--- config.mk ---
export PLATFORM = sky130hd
export DESIGN_NAME = sobel_frame_ctrl
export DESIGN_NICKNAME = d
export VERILOG_FILES = /design/src/rtl/sobel_frame_ctrl.sv
export SDC_FILE = /design/constraint.sdc
export NUM_CORES = 1
export LEC_CHECK = 0
export CAP_MARGIN = 40
export CELL_PAD_IN_SITES_DETAIL_PLACEMENT = 1
export CELL_PAD_IN_SITES_GLOBAL_PLACEMENT = 1
export CORE_ASPECT_RATIO = 0.7
export CORE_MARGIN = 3
export CORE_UTILIZATION = 32
export DETAILED_ROUTE_END_ITERATION = 16
export PLACE_DENSITY = 0.83
export SETUP_SLACK_MARGIN = 0.5
export SYNTH_ARGS = -nofsm -noshare
export SYNTH_HDL_FRONTEND = slang
export SYNTH_SLANG_ARGS = --single-unit
--- constraint.sdc ---
create_clock -name clk -period 2.45 [get_ports clk]
set_input_delay 0.3675 -clock clk [delete_from_list [all_inputs] [get_ports clk]]
set_output_delay 0.3675 -clock clk [all_outputs]
set_load 0.02 [all_outputs]
--- src/rtl/sobel_frame_ctrl.sv ---
// Frame sequencer for the streaming Sobel filter: image RAM read-out, filter reset control and
// gradient write-back to the edge RAM. Define SOBEL_THRESH_EN for a binary edge map output.
module sobel_frame_ctrl #(
  parameter int IMG_W     = 4,
  parameter int IMG_H     = 4,
  parameter int PIX_W     = 8,
  parameter int ADDR_W    = 6,
  parameter int FLUSH_MAX = 16
) (
  input  logic              clk,
  input  logic              rst,
  input  logic              start,
  input  logic [10:0]       thresh,
  output logic              busy,
  output logic              done,
  output logic              err,
  output logic              rd_en,
  output logic [ADDR_W-1:0] rd_addr,
  input  logic [PIX_W-1:0]  rd_data,
  output logic              sobel_rst,
  output logic [PIX_W-1:0]  sobel_pixel,
  input  logic [10:0]       grad_in,
  input  logic              grad_valid,
  output logic              wr_en,
  output logic [ADDR_W-1:0] wr_addr,
  output logic [7:0]        wr_data
);

  localparam int N     = IMG_W * IMG_H;
  localparam int E     = (IMG_W - 2) * (IMG_H - 2);
  localparam int CNT_W = ADDR_W + 1;
  localparam int FL_W  = $clog2(FLUSH_MAX + 1);

  localparam logic [ADDR_W-1:0] LAST_ADDR  = ADDR_W'(N - 1);
  localparam logic [CNT_W-1:0]  E_CNT      = CNT_W'(E);
  localparam logic [FL_W-1:0]   FLUSH_LAST = FL_W'(FLUSH_MAX - 1);

  localparam logic [1:0] ST_IDLE   = 2'd0;
  localparam logic [1:0] ST_STREAM = 2'd1;
  localparam logic [1:0] ST_FLUSH  = 2'd2;
  localparam logic [1:0] ST_DONE   = 2'd3;

  logic [1:0]        state_r;
  logic              busy_r;
  logic              done_r;
  logic              err_r;
  logic              rd_en_r;
  logic [ADDR_W-1:0] rd_addr_r;
  logic              sobel_rst_r;
  logic [FL_W-1:0]   flush_cnt_r;
  logic [CNT_W-1:0]  wr_cnt_r;
  logic              wr_en_r;
  logic [ADDR_W-1:0] wr_addr_r;
  logic [7:0]        wr_data_r;

  logic              start_acc_s;
  logic              accept_s;
  logic              flush_exit_s;
  logic [7:0]        wr_data_s;

  assign busy        = busy_r;
  assign done        = done_r;
  assign err         = err_r;
  assign rd_en       = rd_en_r;
  assign rd_addr     = rd_addr_r;
  assign sobel_rst   = sobel_rst_r;
  assign sobel_pixel = rd_data;
  assign wr_en       = wr_en_r;
  assign wr_addr     = wr_addr_r;
  assign wr_data     = wr_data_r;

  assign start_acc_s = (state_r == ST_IDLE) && start;

  // Gradients only count while a frame is in flight and the edge map is not yet full.
  always_comb begin
    accept_s = 1'b0;
    if ((state_r == ST_STREAM || state_r == ST_FLUSH) && grad_valid && (wr_cnt_r < E_CNT)) begin
      accept_s = 1'b1;
    end else begin
      accept_s = 1'b0;
    end
  end

  // Never leave FLUSH on a cycle that accepts a gradient, so done always trails the last write.
  assign flush_exit_s = !accept_s && ((wr_cnt_r == E_CNT) || (flush_cnt_r >= FLUSH_LAST));

`ifdef SOBEL_THRESH_EN
  logic [10:0] thresh_r;

  assign wr_data_s = (grad_in >= thresh_r) ? 8'hFF : 8'h00;

  // Threshold is frozen at start acceptance for the whole frame.
  always_ff @(posedge clk) begin
    if (rst) begin
      thresh_r <= 11'd0;
    end else if (start_acc_s) begin
      thresh_r <= thresh;
    end
  end
`else
  logic unused_thresh_s;

  assign unused_thresh_s = ^thresh;
  assign wr_data_s       = (grad_in > 11'd255) ? 8'hFF : grad_in[7:0];
`endif

  // Frame sequencing: read-out, flush wait and completion status.
  always_ff @(posedge clk) begin
    if (rst) begin
      state_r     <= ST_IDLE;
      busy_r      <= 1'b0;
      done_r      <= 1'b0;
      err_r       <= 1'b0;
      rd_en_r     <= 1'b0;
      rd_addr_r   <= '0;
      sobel_rst_r <= 1'b1;
      flush_cnt_r <= '0;
    end else begin
      done_r <= 1'b0;
      case (state_r)
        ST_IDLE: begin
          sobel_rst_r <= 1'b1;
          if (start) begin
            state_r     <= ST_STREAM;
            busy_r      <= 1'b1;
            err_r       <= 1'b0;
            rd_en_r     <= 1'b1;
            rd_addr_r   <= '0;
            flush_cnt_r <= '0;
          end
        end
        ST_STREAM: begin
          sobel_rst_r <= 1'b0;
          if (rd_addr_r == LAST_ADDR) begin
            rd_en_r     <= 1'b0;
            flush_cnt_r <= '0;
            state_r     <= ST_FLUSH;
          end else begin
            rd_addr_r <= rd_addr_r + ADDR_W'(1);
          end
        end
        ST_FLUSH: begin
          if (flush_cnt_r < FLUSH_LAST) begin
            flush_cnt_r <= flush_cnt_r + FL_W'(1);
          end
          if (flush_exit_s) begin
            state_r <= ST_DONE;
            done_r  <= 1'b1;
            err_r   <= (wr_cnt_r < E_CNT);
          end
        end
        ST_DONE: begin
          state_r     <= ST_IDLE;
          busy_r      <= 1'b0;
          sobel_rst_r <= 1'b1;
        end
        default: begin
          state_r     <= ST_IDLE;
          busy_r      <= 1'b0;
          rd_en_r     <= 1'b0;
          sobel_rst_r <= 1'b1;
        end
      endcase
    end
  end

  // Edge RAM write port and result counter.
  always_ff @(posedge clk) begin
    if (rst) begin
      wr_en_r   <= 1'b0;
      wr_addr_r <= '0;
      wr_data_r <= 8'h00;
      wr_cnt_r  <= '0;
    end else begin
      wr_en_r <= accept_s;
      if (accept_s) begin
        wr_addr_r <= wr_cnt_r[ADDR_W-1:0];
        wr_data_r <= wr_data_s;
      end
      if (start_acc_s) begin
        wr_cnt_r <= '0;
      end else if (accept_s) begin
        wr_cnt_r <= wr_cnt_r + CNT_W'(1);
      end
    end
  end

endmodule

==> reports/qor.txt <==
HP Start -> wr_addr[2]$_SDFFE_PP0P_
CTS tree -> yes
Site Rows -> 22
Diodes inserted -> 0
reported max-cap violation count -> 0
reg2reg end -> state_r[1]$_SDFFE_PP0P_
setup TNS -> 0 ps
Worst Max-Slew Pin Slew -> 396.2 ps
Detailed Route WL -> 4.546 mm
WP data required -> 2680 ps
Worst Hold Class -> flip-flop to flip-flop
first-pass GRT wire length -> 7.521 mm
Vias/cell -> 4.878
flops & latches, synth -> 40
worst r2r src -> flush_cnt_r[1]$_SDFFE_PP0P_
routability cong. -> 0.7371
multiplexer area fraction after synthesis -> 0.03237
share of cells above drive strength 1 -> 0.1708
CTS Sinks -> 40
Yosys top cell by area -> dfxtp_1
sequential area share after synthesis -> 0.4316
Post-synth top flop -> dfxtp_1
GRT overflow -> 0
core box area -> 5423 µm²
full die area -> 6763 µm²
worst reg-to-reg path cell count -> 8
Ys Warns -> 0
largest net degree at the start of global routing -> 16
CTS clk-pin slew, worst paths -> 80 ps
Mean Syn Cell Area -> 9.231 µm²
Yosys cell types -> 44
worst vdd ir -> 0.3472 mV
Setup crit start kind -> flip-flop
synthesized area -> 1856 µm²
final setup fails -> 0
Chip Height -> 69.71 µm
Worst Hold Path EP -> wr_addr[2]$_SDFFE_PP0P_
root buffer cell -> clkbuf_8
max-slew violations -> 0
vias in the first global route -> 1525
CP Max Fanout -> 4
Final Hold Viols -> 0
Cells after Synth -> 201
largest family of logic cells by synthesized area -> simple AND/OR/NAND/NOR gates
drt pass-1 iters -> 4
htree depth -> 2
Layout Area Growth over Synthesis -> 34.86%
asr flop ratio synth -> 0
Nets -> 283
CP endpoint kind -> flip-flop
min cycle time layout -> 1834 ps
Post-DP Area -> 2267 µm²
PortBufs -> 40
detailed placement HPWL -> 3.227 mm
net count after synthesis -> 245
Max Freq -> 0.5453 GHz
fin crit share -> 0.7485
cts bufs inserted -> 5
outcome -> finished, final reports clean
power per standard cell area -> 1023 nW/µm²
initial antenna violation count -> 0
post-DR wirelength/cell -> 14.57 µm
Synth Area in Compound Gates -> 0.1247
initial drt markers -> 43
Starting Density -> 0.3422
Final Total Pwr -> 2.559 mW
FF-to-FF setup slack -> 620 ps
CTS max path bufs -> 2
clk_lat worst skew -> 290 ps
Leak -> 0.9371 nW
Via Count -> 1522
clock skew -> 6.531 ps
Post-synth EDFFs -> 0
Die X -> 97.02 µm
Ports -> 68
unrepaired setup endpoints after global routing -> no
Post-Synth XOR/XNOR Area -> 0.02360
Worst Hold Depth -> 1
DRC errors left -> 0
simple-gate share of the synthesized area -> 0.2401
Final ANT Viol Nets -> 0
Fin Hold WS -> 464.1 ps
critical path type -> flip-flop to flip-flop
Tot GR Track Use -> 0.1376
hold-fix buffers at CTS -> 0
Synth top area share -> 0.4316
dominant cells by area after synthesis -> dfxtp_1 43%, nor2_1 6.9%, ha_1 6.7%
post-route cell area -> 2502 µm²
CP Data Arrival Time -> 2060 ps
Slew Limit Headroom -> 0.7359
Synth Area in Adders -> 0.06743
-- per-layer routing --
metal,part of all wire,wire [µm],global-route usage
met5,0,0,0
met4,0.015,70,0.05140
met2,0.48,2199,0.2171
met1,0.47,2130,0.1793
met3,0.032,146,0.03819
-- final cells by class --
cell class,count,area (µm²)
clock buffers,7,96.34
clock inverters,1,30.03
fillers,615,2920
inverters,10,40.04
multi-input cells,135,975.9
flip-flops and latches,40,809.5
well taps,72,90.09
repair buffers,47,460.4
-- state kept, by name (all words and copies together) (netlist names) --
| signal | flops |
|---|---|
| done | 1 |
| wr_addr | 6 |
| rd_addr | 6 |
| sobel_rst | 1 |
| wr_cnt_r | 7 |
| state_r | 2 |
| wr_data | 8 |
| busy | 1 |
| rd_en | 1 |
| wr_en | 1 |
| err | 1 |
| flush_cnt_r | 5 |
-- cells in the mapped netlist (3+ instances only) --
master	count
a21oi_1	10
ha_1	10
xor2_1	4
a211oi_1	3
nand2_1	6
nor2_1	34
dfxtp_1	40
and2_1	9
mux2i_1	6
nor3_1	14
inv_1	10
buf_4	9
o21ai_0	3
nand2b_1	5
-- worst max path at each step --
stage | startpoint | end | slack, ps | depth (start not counted)
after global placement | start | rd_addr[5]$_SDFFE_PP0P_ | 350 | 6
after global routing | state_r[0]$_SDFFE_PP0P_ | flush_cnt_r[4]$_SDFFE_PP0P_ | 500 | 7
after CTS | state_r[1]$_SDFFE_PP0P_ | rd_addr[5]$_SDFFE_PP0P_ | 490 | 7
after detailed placement | start | rd_addr[5]$_SDFFE_PP0P_ | 310 | 6
after floorplan | state_r[0]$_SDFFE_PP0P_ | flush_cnt_r[4]$_SDFFE_PP0P_ | 520 | 7
final | flush_cnt_r[1]$_SDFFE_PP0P_ | state_r[1]$_SDFFE_PP0P_ | 620 | 8
-- per-stage QoR --
stage / util / instances / setup WS (ps)
after global placement: 0.4181 / 301 / 347.2
final: 0.4615 / 312 / 616.3
after global routing: 0.4615 / 312 / 498.1
after detailed placement: 0.4181 / 301 / 305.9
after CTS: 0.4458 / 309 / 487.9
after floorplan: - / 201 / 523.0
-- report_power, final --
part	total (mW)	switching [mW]	internal [mW]
sequential	0.841	0.0797	0.761
combinational	1.13	0.608	0.521
clock	0.589	0.230	0.359
total	2.56	0.918	1.64
-- cell families after synthesis --
family | count (synthesis)
DFF | 40
AOI/OAI and AO/OA | 29
buffers and inverters | 26
muxes | 6
xor gates and xnor gates | 5
and+or+nand+nor | 85
adders and majority gates | 10
-- cell usage in the layout, fill, tap and decap left out, types with 5 or more instances in the layout --
master / count
and2_1: 9
nor3_1: 14
dfxtp_1: 35
inv_1: 8
ha_1: 7
nor2_1: 34
mux2i_1: 6
nand2b_1: 5
a21oi_1: 10
clkdlybuf4s50_1: 40
clkbuf_8: 7
buf_4: 6
-- worst max-delay path, stage by stage (launching register included) --
cell and delay [ps]:
dfxtp_1 400, ha_1 210, and3_1 180, ha_1 140, inv_1 60, a2bb2oi_2 210
a211oi_4 80, or3_1 340, a21oi_1 130
-- what timing repair did --
| item | 4_1_cts | 5_1_grt |
|---|---|---|
| buffers inserted | 0 | 3 |
| resized for setup | 5 | 16 |
| gates cloned | 0 | 0 |
| pin swaps | 0 | 3 |
| endpoints found under the setup margin | 19 | 19 |
No activity file was read; power rests on OpenSTA's default activity.
